### src/rtl/mem_bus_master.sv
// Single-transaction MIPS load/store initiator for a 32-bit word-addressed memory bus.
// Define MEM_BUS_MISALIGN_TRAP_EN to complete misaligned half/word accesses as errors.
module mem_bus_master #(
  parameter int READ_LATENCY = 1
) (
  input  logic        clk,
  input  logic        reset,
  input  logic        cpu_req,
  input  logic [3:0]  cpu_op,
  input  logic [31:0] cpu_addr,
  input  logic [31:0] cpu_wdata,
  output logic        cpu_busy,
  output logic        cpu_done,
  output logic [31:0] cpu_rdata,
  output logic        cpu_err,
  output logic [31:0] address,
  output logic        write,
  output logic        read,
  input  logic        waitrequest,
  output logic [3:0]  byteenable,
  output logic [31:0] writedata,
  input  logic [31:0] readdata
);

  typedef enum logic [1:0] {S_IDLE, S_ISSUE, S_RDATA, S_DONE} state_t;

  localparam logic [1:0] LAT_M1 = 2'(READ_LATENCY - 1);

  state_t      state_q, state_d;
  logic [3:0]  op_q, op_d;
  logic [31:0] addr_q, addr_d;
  logic [31:0] wdata_q, wdata_d;
  logic [1:0]  cnt_q, cnt_d;
  logic        err_q, err_d;
  logic [31:0] rdata_q, rdata_d;
  logic        req_bad;
  logic        is_store;

  function automatic logic op_valid(input logic [3:0] op);
    case (op)
      4'b0000, 4'b0001, 4'b0011, 4'b0100, 4'b0101,
      4'b1000, 4'b1001, 4'b1011: op_valid = 1'b1;
      default:                   op_valid = 1'b0;
    endcase
  endfunction

`ifdef MEM_BUS_MISALIGN_TRAP_EN
  // op[1:0] encodes access size for both loads and stores: 00 byte, 01 half, 11 word.
  function automatic logic misaligned(input logic [3:0] op, input logic [1:0] a);
    case (op[1:0])
      2'b01:   misaligned = a[0];
      2'b11:   misaligned = (a != 2'b00);
      default: misaligned = 1'b0;
    endcase
  endfunction
`endif

  function automatic logic [31:0] load_extend(input logic [3:0] op, input logic [1:0] a,
                                              input logic [31:0] rd);
    logic [7:0]  b;
    logic [15:0] h;
    case (a)
      2'd0:    b = rd[7:0];
      2'd1:    b = rd[15:8];
      2'd2:    b = rd[23:16];
      default: b = rd[31:24];
    endcase
    h = a[1] ? rd[31:16] : rd[15:0];
    case (op[1:0])
      2'b00:   load_extend = op[2] ? {24'd0, b} : {{24{b[7]}}, b};
      2'b01:   load_extend = op[2] ? {16'd0, h} : {{16{h[15]}}, h};
      default: load_extend = rd;
    endcase
  endfunction

  function automatic logic [3:0] lane_enable(input logic [3:0] op, input logic [1:0] a);
    if (!op[3])
      lane_enable = 4'b1111;
    else begin
      case (op[1:0])
        2'b00:   lane_enable = 4'b0001 << a;
        2'b01:   lane_enable = a[1] ? 4'b1100 : 4'b0011;
        default: lane_enable = 4'b1111;
      endcase
    end
  endfunction

  function automatic logic [31:0] lane_data(input logic [3:0] op, input logic [31:0] w);
    case (op[1:0])
      2'b00:   lane_data = {4{w[7:0]}};
      2'b01:   lane_data = {2{w[15:0]}};
      default: lane_data = w;
    endcase
  endfunction

`ifdef MEM_BUS_MISALIGN_TRAP_EN
  assign req_bad = !op_valid(cpu_op) || misaligned(cpu_op, cpu_addr[1:0]);
`else
  assign req_bad = !op_valid(cpu_op);
`endif

  assign is_store = op_q[3];

  always_ff @(posedge clk) begin
    if (reset) begin
      state_q <= S_IDLE;
      cnt_q   <= 2'd0;
      err_q   <= 1'b0;
      rdata_q <= 32'd0;
    end else begin
      state_q <= state_d;
      cnt_q   <= cnt_d;
      err_q   <= err_d;
      rdata_q <= rdata_d;
    end
    op_q    <= op_d;
    addr_q  <= addr_d;
    wdata_q <= wdata_d;
  end

  always_comb begin
    state_d = state_q;
    op_d    = op_q;
    addr_d  = addr_q;
    wdata_d = wdata_q;
    cnt_d   = cnt_q;
    err_d   = err_q;
    rdata_d = rdata_q;
    case (state_q)
      S_IDLE: begin
        if (cpu_req) begin
          op_d    = cpu_op;
          addr_d  = cpu_addr;
          wdata_d = cpu_wdata;
          err_d   = req_bad;
          state_d = req_bad ? S_DONE : S_ISSUE;
        end
      end
      S_ISSUE: begin
        if (!waitrequest) begin
          cnt_d   = LAT_M1;
          state_d = is_store ? S_DONE : S_RDATA;
        end
      end
      S_RDATA: begin
        // Capture edge is READ_LATENCY edges after accept.
        if (cnt_q == 2'd0) begin
          rdata_d = load_extend(op_q, addr_q[1:0], readdata);
          state_d = S_DONE;
        end else begin
          cnt_d = cnt_q - 2'd1;
        end
      end
      default: state_d = S_IDLE;
    endcase
  end

  assign cpu_busy   = (state_q != S_IDLE);
  assign cpu_done   = (state_q == S_DONE);
  assign cpu_err    = (state_q == S_DONE) && err_q;
  assign cpu_rdata  = rdata_q;
  assign read       = (state_q == S_ISSUE) && !is_store;
  assign write      = (state_q == S_ISSUE) && is_store;
  assign address    = (state_q == S_ISSUE) ? {addr_q[31:2], 2'b00} : 32'd0;
  assign byteenable = (state_q == S_ISSUE) ? lane_enable(op_q, addr_q[1:0]) : 4'd0;
  assign writedata  = write ? lane_data(op_q, wdata_q) : 32'd0;

endmodule

### config.mk
export PLATFORM = sky130hd
export DESIGN_NAME = mem_bus_master
export DESIGN_NICKNAME = d
export VERILOG_FILES = /design/src/rtl/mem_bus_master.sv
export SDC_FILE = /design/constraint.sdc
export NUM_CORES = 1
export LEC_CHECK = 0
export ABC_AREA = 1
export CAP_MARGIN = 20
export CORE_ASPECT_RATIO = 0.6
export CORE_UTILIZATION = 38
export CTS_CLUSTER_DIAMETER = 200
export DETAILED_ROUTE_END_ITERATION = 8
export PLACE_DENSITY_LB_ADDON = 0.2
export SYNTH_ARGS = -nofsm -noshare
export SYNTH_HDL_FRONTEND = slang
export SYNTH_SLANG_ARGS = --single-unit
### constraint.sdc
create_clock -name clk -period 2.7 [get_ports clk]
set_clock_uncertainty 0.2 [all_clocks]
set_input_delay 0.54 -clock clk [delete_from_list [all_inputs] [get_ports clk]]
set_output_delay 0.54 -clock clk [all_outputs]
set_load 0.005 [all_outputs]
# Word-level counts from Yosys, hierarchy flattened
# Memory sizes are Yosys's and may differ from the RTL's.
# Index checks and enable logic that the tools add are counted.
classes:
  n_eq_ne: 10
  mux: 21
  addsub: 1
  n_shift: 1
  reduce_logical: 15
ops:
  columns: ["cell", "n"]
  rows:
  - ["two-way mux 32 bit", 4]
  - ["case mux 32 bit (2 select lines)", 2]
  - ["case mux 8 bit (3 select lines)", 1]
  - ["two-way mux 16 bit", 1]
  - ["two-way mux 2 bit", 6]
  - ["two-way mux 4 bit", 3]
  - ["zero test 2 bit", 4]
  - ["inequality test 2 bit (second input constant)", 4]
  - ["case mux 4 bit (2 select lines)", 1]
  - ["equality test 2 x 1 -> 1 bit (second input constant)", 3]
  - ["equality test 2 bit (second input constant)", 3]
  - ["case mux 2 bit (3 select lines)", 1]
  - ["AND reduction 3 bit", 2]
  - ["case mux 2 bit (2 select lines)", 1]
  - ["AND reduction 2 bit", 2]
  - ["nonzero test 2 bit", 2]
  - ["left shift 1 x 2 -> 4 bit (first input constant)", 1]
  - ["logical AND 1 bit", 3]
  - ["zero test 1 bit", 2]
  - ["subtractor 2 x 1 -> 2 bit (second input constant)", 1]
  - ["two-way mux 1 bit", 1]
totals:
  word_cells: 56
  romBits: 16
  memories: 1
  input_bits: 104
  output_inout_bits: 105
  regBits: 105
mem_list:
  columns: ["name", "words", "word_bits", "read_ports", "rd_clocked_by_memory_dff", "write_ports", "line_no", "text"]
  rows:
  - ["(name not given)", 16, 1, 1, 0, 0, "40", "case (op)"]

# Depth between registers and ports, before layout
# Gate-level depths: netlist (run 1).
depth:
  word_depth: 4
  depth_mapped: 10
  depth_no_buf: 8

# Worst setup path after synthesis (run 1)
# No wires, ideal clock.
synth_path:
  kind: "reg2reg"
  startpoint: "register state_q[0]"
  endpoint: "register err_q"
  path_stages_with_launch: 8
  n_path_buf: 0
  setup_time_ns: 0.124
  t_arrival_ns: 2.243
  path_slack_ns: 0.134
  cell_sequence: "dfxtp_1 inv_1 ha_1 nand2_1 inv_1 nand2_1 o211ai_1 inv_1"
synth_between:
  elab_chain_cells: 2
synth_lines:
  columns: ["element", "line_no", "text"]
  rows:
  - ["from (decl)", "29", "state_t state_q, state_d;"]
  - ["from (signal assigned)", "111", "state_q <= state_d;"]
  - ["zero test 2 bit", "129", "case (state_q)"]
  - ["AND reduction 2 bit (no source line)", null, null]
  - ["to (signal assigned)", "113", "err_q <= err_d;"]
  - ["to (decl)", "34", "logic err_q, err_d;"]
# Every way passes these cells.
# A chain may end at the register's enable or synchronous reset.

# Worst setup path in the final report (run 1)
layout_path:
  startpoint: "register op_q[1]"
  endpoint: "output port byteenable[3]"
layout_between:
  elab_chain_cells: 4
layout_lines:
  columns: ["element", "line_no", "text"]
  rows:
  - ["from (decl)", "30", "logic [3:0] op_q, op_d;"]
  - ["from (signal assigned)", "116", "op_q <= op_d;"]
  - ["equality test 2 x 1 -> 1 bit / zero test 2 bit (equally long branches)", "80", "case (op[1:0])"]
  - ["case mux 4 bit (2 select lines) *", "80", null]
  - ["two-way mux 4 bit *", "77", "if (!op[3])"]
  - ["two-way mux 4 bit *", "165", "assign byteenable = (state_q == S_ISSUE) ? lane_enable(op_q, addr_q[1:0]) : 4'd0;"]
  - ["to (decl)", "20", "output logic [3:0] byteenable,"]
# Mark *: on every way between the ends. The rest lies on a longest branch, timed or not.

==> impl_metrics.py, run 1 <==
metrics = {
    "placed_design": {
        "hpwl_um": 10900,
        "io_buffers": 206,
        "dp.cells": 923,
        "gp_congestion": 0.863,
        "dpl_worst_slack_ns": -0.000596,
    },
    "hold_path": {
        "hp-class": "flop to flop",
        "min_from": "cnt_q[1]",
    },
    "critical_path": {
        "crit_required_ns": 1.96,
        "regToRegEndpoint": "cpu_rdata[14]",
        "critPathTopFamily": "buffers and inverters",
        "worstSetupPathType": "flop to output port",
        "crit_path_end_kind": "output port",
        "crit_chain": "buf_4, nor2_4, inv_4, o21ai_1, a21oi_1, clkdlybuf4s50_1",
        "path_buf_inv": 3,
        "startpoint_type": "flop",
        "worstReg2RegStart": "state_q[1]",
        "r2r_slack_ns": 0.73,
        "worstSetupStartpoint": "op_q[1]",
        "crit_path_top_delay_cell": "clkdlybuf4s50_1",
        "slowest_delay_ns": 0.45,
        "crit_end": "byteenable[3]",
        "cp.depth": 6,
        "crit_arrival_ns": 1.94,
        "path_max_fanout": 11,
        "r2r_cells": 8,
    },
    "pwr": {
        "max-vdd-ir-drop_uv": 364,
        "power_frac_comb_pct": 41.0,
        "power_leakage_uw": 0.00365,
        "p_per_area_nw_per_um2": 833,
        "power.share.sequential_pct": 36.9,
        "p_sw_share_pct": 32.7,
        "p_sw_uw": 2070,
        "p_int_uw": 4260,
        "clock_power_share_pct": 22.1,
    },
    "drt": {
        "post-route-drc-count": 0,
        "drt-initial-drc-count": 377,
        "ant_nets": 0,
        "wl_per_cell_um": 15.5,
        "vias": 4541,
        "viasPerCell": 4.80,
        "drtPass1Iterations": 5,
        "drt-total-wl_um": 14700,
    },
    "sta": {
        "rsz0062_at_grt": "yes",
        "min_period_ns": 2.68,
        "post-route-period-util_pct": 99.2,
        "finalWorstSetupSlack_ns": 0.0209,
        "fmax_mhz": 373,
        "slew_viol_final": 0,
        "hold_violations": 0,
        "holdWs_ns": 0.280,
        "setup_violations": 0,
    },
    "layout": {
        "syn_to_final_growth_pct": 58.3,
        "final_nets": 886,
        "layout-drive-gt1-share_pct": 7.16,
        "diodes": 0,
        "nFillCells": 1027,
        "instances_no_fill": 947,
    },
    "floorplanning": {
        "initial_core_util_pct": 39.4,
        "dieArea_um2": 13100,
        "core_um2": 12200,
        "chipWidth_um": 147,
        "core.rowCount": 31,
        "io_pins": 209,
        "die_h_um": 89.1,
    },
    "cts": {
        "cts-root-buf": "clkbuf_16",
        "cts_htree_levels": 3,
        "insertion_delay_ns": 0.34,
        "clockBufferDepth": 2,
        "clk_pin_slew_ns": 0.07,
        "clock_sink_count": 105,
        "numCtsBuffers": 9,
        "cts_tree": "yes",
        "ctsHoldBuffers": 0,
    },
    "global_routing": {
        "grt_pass1_vias": 4062,
        "grt_max_degree": 57,
        "gr-total-overflow": 0,
        "gr-usage-all-layers_pct": 22.0,
        "grt_pass1_wl_um": 22000,
        "antenna_found_initial": 0,
    },
    "synthesis": {
        "yosysSeqAreaShare_pct": 57.9,
        "avgSynthCellArea_um2": 8.50,
        "yosys_most_used_dff": "edfxtp_1",
        "synth_seq_cells": 105,
        "syn_inst": 565,
        "synthTopCellsByArea": "edfxtp_1 43%, dfxtp_1 15%, nand2_1 9.2%",
        "synth_area_leader_cell": "edfxtp_1",
        "synth_edf_count": 68,
        "synth.most_common_cell": "nand2_1",
        "ys_top_cells_by_count": "118 x nand2_1, 97 x inv_1, 92 x nor2_1",
        "synthArstFlopShare_pct": 0,
        "ys_types": 29,
        "yosys_warnings": 0,
        "synth.cell_area_um2": 4800,
        "synthDominantCellAreaShare_pct": 42.5,
    },
    "flow_run": {
        "maxCapViolCount": 0,
    },
    "status": {
        "status": "finished, final reports clean",
    },
}
[layout by cell type, fill, tap and decap left out, types with 6 or more instances in the layout]
cell and instances:
edfxtp_1 68, nand2_1 117, dfxtp_1 35, dlymetal6s2s_1 20
nor2_1 91, clkbuf_16 10, buf_12 6, clkdlybuf4s50_1 182
o21ai_1 14, a21oi_1 23, o21ai_0 36, buf_4 11
a31oi_1 7, nand4_1 8, inv_1 92, o22ai_1 13
[registers in the layout, indices dropped and copies added (netlist names)]
signal and count:
err_q 1, cnt_q 2, cpu_rdata 32, addr_q 32
wdata_q 32, op_q 4, state_q 2
[kinds of logic (layout without fill, tap and decap cells)]
| group | after synthesis | count (layout) | share of synthesized area, % |
|---|---|---|---|
| flip-flops | 105 | 105 | 57.9 |
| AO/OA/AOI/OAI | 100 | 100 | 11.1 |
| adder cells (fa/ha/maj) | 5 | 5 | 1.30 |
| other | 1 | 2 | 0.0781 |
| buffers and inverters | 123 | 339 | 10.1 |
| AND/OR/NAND/NOR | 231 | 231 | 19.4 |
[what timing repair did]
| action | 4_1_cts | 5_1_grt |
|---|---|---|
| endpoints found under the setup margin | 38 | 59 |
| gates cloned | 0 | 1 |
| resized for setup | 8 | 41 |
| pin swaps | 1 | 4 |
| setup buffers | 4 | 3 |
[metal layers]
| layer | global-route usage (%) | routed length [um] |
|---|---|---|
| met3 | 4.90 | 1120 |
| met1 | 31.3 | 6850 |
| met4 | 5.62 | 200 |
| met5 | 0 | 0 |
| met2 | 34.3 | 6520 |
[power groups by stage]
stage | clock network, uW | logic, uW | registers (uW)
2_1_floorplan | 0 | 1160 | 2350
3_3_place_gp | 0 | 2430 | 2350
3_5_place_dp | 0 | 2480 | 2360
4_1_cts | 1440 | 2530 | 2330
5_1_grt | 1480 | 2860 | 2370
6_report | 1400 | 2590 | 2340
[metrics by stage]
stage / power (uW) / utilization (%) / cell area [um2] / TNS, ns
floorplan: 3510 / - / 4810 / 0
finish: 6330 / 62.4 / 7600 / 0
global route: 6710 / 62.4 / 7600 / -0.0939
detailed placement: 4850 / 58.2 / 7090 / -0.000596
CTS: 6300 / 61.3 / 7460 / -2.22
global placement: 4780 / 58.2 / 7090 / 0
[worst min-delay path by stage]
stage	to	slack [ns]	cells after the start
2_1_floorplan	cnt_q[1]	0.23	2
3_3_place_gp	cnt_q[1]	0.24	2
3_5_place_dp	cnt_q[1]	0.27	2
4_1_cts	cnt_q[1]	0.28	2
5_1_grt	cnt_q[1]	0.29	2
6_report	cnt_q[1]	0.28	2
[worst min-delay path: cells and delay by family, from the launching register on]
family,cells,cell delay [ns]
AO/OA/AOI/OAI,1,0.07
buffers and inverters,1,0.07
flip-flops,1,0.30
[cell type report]
type / count / area, um2 / area share (%)
timing repair buffer: 225 / 2350 / 30.9
multi-input combinational: 338 / 1570 / 20.6
sequential: 105 / 2790 / 36.6
clock buffer: 9 / 225 / 2.96
tap: 165 / 206 / 2.72
clock inverter: 7 / 98.8 / 1.30
inverter: 98 / 374 / 4.92
(Power assumes the default switching activity.)
==> run 2, diff against run 1 <==
- CORE_UTILIZATION: 38 -> 40
- clock period: 2.7 -> 2.95 ns (I/O delays scaled with it)
==> run 2 against run 1 <==
Effect of this change: die area decreased by 4.9%; combinational power decreased by 10%; count of clock-buffer cells in the layout increased by 1; final cell count decreased by 0.42%; sequential cell count unchanged; total power decreased by 11%; hold slack improved by 0.0073 ns.
==> impl_metrics.py, run 2 (synthesized netlist as in run 1, its figures left out) <==
metrics = {
    "status": {
        "status": "finished, final reports clean",
    },
    "critical_path": {
        "worstReg2RegStart": "state_q[0]",
        "worstSetupPathType": "flop to output port",
        "crit_chain": "inv_1, ha_2, nand2_2, clkinvlp_4, o21ai_2, nor2_1, clkdlybuf4s50_1",
        "path_max_fanout": 8,
        "regToRegEndpoint": "cpu_rdata[31]",
        "startpoint_type": "flop",
        "r2r_slack_ns": 0.64,
        "r2r_cells": 8,
        "crit_path_end_kind": "output port",
        "crit_required_ns": 2.16,
        "crit_arrival_ns": 2.09,
        "crit_path_top_delay_cell": "clkdlybuf4s50_1",
        "worstSetupStartpoint": "state_q[1]",
        "slowest_delay_ns": 0.54,
    },
    "sta": {
        "rsz0062_at_grt": "yes",
        "slew_headroom_pct": 56.6,
        "setup_violations": 0,
        "hold_violations": 0,
        "min_period_ns": 2.88,
        "fmax_mhz": 347,
        "finalWorstSetupSlack_ns": 0.0667,
        "tightest_slew_ns": 0.651,
        "post-route-period-util_pct": 97.7,
        "slew_viol_final": 0,
    },
    "layout": {
        "final_common_cell": "clkdlybuf4s50_1",
        "layout_common_cells": "202 x clkdlybuf4s50_1, 117 x nand2_1, 93 x inv_1",
        "diodes": 0,
        "final_nets": 887,
        "layout-drive-gt1-share_pct": 7.41,
        "instances_no_fill": 943,
        "syn_to_final_growth_pct": 56.1,
    },
    "cts": {
        "cts_tree": "yes",
        "cts_htree_levels": 3,
        "numCtsBuffers": 9,
        "clockBufferDepth": 2,
        "cts-root-buf": "clkbuf_16",
        "insertion_delay_ns": 0.35,
        "clock_sink_count": 105,
        "clk_pin_slew_ns": 0.08,
        "ctsHoldBuffers": 0,
    },
    "floorplanning": {
        "core.rowCount": 30,
        "chipWidth_um": 143,
        "initial_core_util_pct": 41.8,
        "die_h_um": 86.9,
        "io_pins": 209,
        "dieArea_um2": 12500,
        "core_um2": 11500,
    },
    "placed_design": {
        "dp.cells": 917,
        "io_buffers": 206,
        "hpwl_um": 10600,
        "gp_congestion": 0.897,
        "dpl_worst_slack_ns": 0.252,
    },
    "hold_path": {
        "min_from": "cnt_q[1]",
        "min_to": "cnt_q[1]",
        "hp-class": "flop to flop",
        "hold_depth": 2,
    },
    "drt": {
        "vias": 4552,
        "ant_nets": 0,
        "drt-initial-drc-count": 328,
        "drt-total-wl_um": 14200,
        "post-route-drc-count": 0,
        "viasPerCell": 4.83,
        "drtPass1Iterations": 5,
        "wl_per_cell_um": 15.1,
    },
    "pwr": {
        "p_per_area_nw_per_um2": 750,
        "totalPowerFinal_uw": 5620,
        "power_leakage_uw": 0.00329,
        "max-vdd-ir-drop_uv": 449,
    },
    "global_routing": {
        "grt_max_degree": 36,
        "antenna_found_initial": 1,
        "grt_pass1_wl_um": 21800,
        "gr-total-overflow": 0,
        "grt_pass1_vias": 4316,
        "gr-usage-all-layers_pct": 23.2,
    },
    "flow_run": {
        "maxCapViolCount": 0,
    },
}
==> run 2: cell types whose count changed in the layout (fill, tap and decap cells not counted), moves of 2 or more <==
cell             previous run  this run
dlymetal6s2s_1             20         2
dlygate4sd2_1               4         2
clkdlybuf4s50_1           182       202
buf_12                      6         4
o21ai_0                    36        34
o21ai_1                    14        12
o21ai_2                     2         6
bufinv_16                   2         0
clkinvlp_4                  2         4
==> run 2: layout make-up <==
cell class	count	area [um2]
clock inverters	6	50.0
inverters	98	375
repair inverters	1	7.51
fillers	969	3990
multi-input cells	338	1570
well taps	160	200
repair buffers	225	2280
clock buffers	10	229
flip-flops and latches	105	2780
==> run 2: repair_timing <==
action | 4_1_cts | 5_1_grt
pin swaps | 1 | 0
setup buffers | 4 | 4
hold endpoints to repair | 0 | 0
endpoints found under the setup margin | 27 | 27
gates cloned | 0 | 2
resized for setup | 6 | 23
==> run 2: stage by stage <==
stage          hold WS, ns  setup TNS (ns)  cell area [um2]  util [%]
2_1_floorplan        0.233               0             4810         -
3_3_place_gp         0.246               0             7080      61.6
3_5_place_dp         0.274               0             7080      61.6
4_1_cts              0.285               0             7390      64.4
5_1_grt              0.319          -0.180             7500      65.3
6_report             0.287               0             7500      65.3
==> run 2: worst max-delay path by stage <==
| stage | end | slack [ns] | cells past startpoint |
|---|---|---|---|
| after floorplan | err_q | 0.34 | 5 |
| after global placement | writedata[27] | 0.32 | 5 |
| after detailed placement | writedata[27] | 0.25 | 7 |
| after CTS | writedata[27] | 0.009 | 7 |
| after global routing | byteenable[2] | -0.05 | 6 |
| final | writedata[25] | 0.07 | 7 |
==> run 2: power by group <==
part,switching [uW],internal [uW],total (uW)
clock,562,586,1150
combinational,1160,1160,2320
sequential,177,1980,2150
==> run 2: worst max-delay path: cells and delay by family, from the launching register on <==
kind | cells | cell delay (ns)
adder cells (fa/ha/maj) | 1 | 0.21
AO/OA/AOI/OAI | 1 | 0.09
AND/OR/NAND/NOR | 2 | 0.24
flip-flops | 1 | 0.34
buffers and inverters | 3 | 0.86
==> run 2: routing by layer <==
metal,vias up,share of wire [%],GRT usage (%)
met5,-,0.099,0
met4,2,0.97,5.80
met1,2090,44,31.3
li1,2235,-,-
met3,15,10,7.64
met2,210,44,36.0
==> run 3, diff against run 2 <==
- CTS_BUF_LIST: not set -> sky130_fd_sc_hd__clkbuf_4
- REMOVE_ABC_BUFFERS: not set -> 1
==> run 3 against run 2 <==
Effect of this change: hold slack better by 0.0074 ns; critical path type unchanged; cell area down 1.2%; sequential share of layout area up 0.45 points; maximum frequency down 2.2%; largest cell class unchanged; worst setup slack worse by 0.064 ns; highest routed layer is now met4; global-route usage down 0.65 points; total power down 6.5%; largest power group unchanged; combinational power up 2%.
==> impl_metrics.py, run 3 (synthesized netlist as in run 1, its figures left out) <==
metrics = {
    "critical_path": {
        "r2r_cells": 8,
        "regToRegEndpoint": "cpu_rdata[23]",
        "slowest_delay_ns": 0.46,
        "crit_chain": "inv_2, ha_4, nand2_4, clkinvlp_4, buf_6, o21ai_2, nor2_1, clkdlybuf4s50_1",
        "startpoint_type": "flop",
        "crit_required_ns": 2.16,
        "path_buf_inv": 4,
        "crit_path_end_kind": "output port",
        "worstReg2RegStart": "state_q[1]",
        "crit_arrival_ns": 2.16,
        "critPathTopFamily": "buffers and inverters",
        "worstSetupPathType": "flop to output port",
        "path_max_fanout": 8,
        "crit_path_top_delay_cell": "clkdlybuf4s50_1",
        "r2r_slack_ns": 0.59,
    },
    "placed_design": {
        "gp_congestion": 0.875,
        "dp.cells": 918,
        "dpl_cell_area_um2": 7060,
        "io_buffers": 206,
        "hpwl_um": 10200,
    },
    "hold_path": {
        "hold_depth": 2,
        "hp-class": "flop to flop",
        "min_to": "cnt_q[1]",
        "min_from": "cnt_q[1]",
    },
    "status": {
        "status": "finished, final reports clean",
    },
    "cts": {
        "clock_sink_count": 105,
        "clk_pin_slew_ns": 0.16,
        "cts_htree_levels": 3,
        "ctsHoldBuffers": 0,
        "numCtsBuffers": 9,
        "cts-root-buf": "clkbuf_4",
        "insertion_delay_ns": 0.45,
        "clockBufferDepth": 2,
        "cts_tree": "yes",
    },
    "layout": {
        "final_common_cell": "clkdlybuf4s50_1",
        "final_cell_area_um2": 7410,
        "layout-drive-gt1-share_pct": 7.77,
        "syn_to_final_growth_pct": 54.3,
        "diodes": 0,
        "layout_common_cells": "194 x clkdlybuf4s50_1, 115 x nand2_1, 91 x inv_1, 91 x nor2_1, 68 x edfxtp_1",
        "instances_no_fill": 945,
        "final_nets": 889,
        "nFillCells": 986,
    },
    "sta": {
        "min_period_ns": 2.95,
        "tightest_slew_ns": 0.780,
        "hold_violations": 0,
        "rsz0062_at_grt": "yes",
        "slew_viol_final": 0,
        "holdWs_ns": 0.294,
        "post-route-period-util_pct": 99.9,
        "setup_violations": 0,
        "fmax_mhz": 339,
        "slew_headroom_pct": 48.0,
    },
    "drt": {
        "viasPerCell": 4.80,
        "ant_nets": 0,
        "post-route-drc-count": 0,
        "drt-total-wl_um": 14300,
        "drtPass1Iterations": 6,
        "wl_per_cell_um": 15.2,
        "vias": 4533,
        "drt-initial-drc-count": 265,
    },
    "global_routing": {
        "antenna_found_initial": 0,
        "gr-total-overflow": 0,
        "grt_max_degree": 63,
        "grt_pass1_wl_um": 21200,
        "grt_pass1_vias": 4185,
        "gr-usage-all-layers_pct": 22.6,
    },
    "pwr": {
        "p_per_area_nw_per_um2": 709,
        "p_sw_share_pct": 35.1,
        "power_frac_comb_pct": 45.0,
        "max-vdd-ir-drop_uv": 297,
        "power.share.sequential_pct": 40.6,
        "power_leakage_uw": 0.00340,
        "p_int_uw": 3410,
        "p_sw_uw": 1850,
        "clock_power_share_pct": 14.4,
    },
    "flow_run": {
        "maxCapViolCount": 0,
    },
    "floorplanning": {
        "dieArea_um2": 12500,
        "io_pins": 209,
        "die_h_um": 86.9,
        "core_um2": 11500,
        "chipWidth_um": 143,
        "initial_core_util_pct": 41.8,
        "core.rowCount": 30,
    },
}
run 3: cell types whose count changed in the layout (fill, tap and decap cells not counted), moves of 3 or more:
cell	delta
clkbuf_16	-9
clkbuf_4	+9
dlymetal6s2s_1	+9
clkdlybuf4s50_1	-8
o21ai_2	-4
o21ai_1	+3
run 3: how the worst max path moves through the flow:
stage | start | endpoint | slack, ns | depth (start not counted)
floorplan | state_q[1] | writedata[24] | 0.16 | 6
global placement | op_q[1] | byteenable[2] | 0.38 | 7
detailed placement | state_q[1] | writedata[25] | 0.30 | 7
CTS | op_q[1] | writedata[15] | 0.01 | 6
global route | addr_q[1] | byteenable[1] | -0.11 | 4
finish | state_q[1] | writedata[25] | 0.003 | 8
run 3: final cells by class:
cell class / count / area, um2 / area share [%]
clock inverters: 7 / 76.3 / 1.03
inverters: 98 / 378 / 5.10
repair buffers: 227 / 2320 / 31.3
well taps: 160 / 200 / 2.70
flip-flops and latches: 105 / 2790 / 37.6
repair inverters: 1 / 7.51 / 0.101
clock buffers: 9 / 67.6 / 0.911
multi-input cells: 338 / 1580 / 21.3
run 3: power by group through the flow:
| stage | Clock, uW | Sequential, uW | Combinational [uW] |
|---|---|---|---|
| global route | 836 | 2170 | 2600 |
| CTS | 782 | 2130 | 2320 |
| finish | 757 | 2130 | 2370 |
| detailed placement | 0 | 2160 | 2230 |
| global placement | 0 | 2150 | 2190 |
| floorplan | 0 | 2160 | 1000 |
run 3: timing repair:
item,in CTS,in global routing
setup buffers,4,5
gates cloned,1,1
endpoints found under the setup margin,30,28
gates resized for setup,25,21
pin swaps,1,1
run 3: worst min-delay path: stages, from the launching register on:
cell and delay, ns:
dfxtp_1 0.33, inv_1 0.07, a21oi_1 0.06
run 3: stage by stage:
step	setup WS [ns]	util, %	TNS, ns	power (uW)
2_1_floorplan	0.158	-	0	3170
3_3_place_gp	0.383	61.5	0	4330
3_5_place_dp	0.297	61.5	0	4390
4_1_cts	0.0121	63.6	0	5240
5_1_grt	-0.113	64.5	-0.933	5610
6_report	0.00287	64.5	0	5260
run 3: metal layers:
metal / up-vias / track usage, % / wire length (um)
li1: 2237 / - / -
met1: 2094 / 29.5 / 6330
met2: 188 / 35.3 / 6480
met3: 14 / 8.19 / 1360
met4: 0 / 6.19 / 165
met5: - / 0 / 0
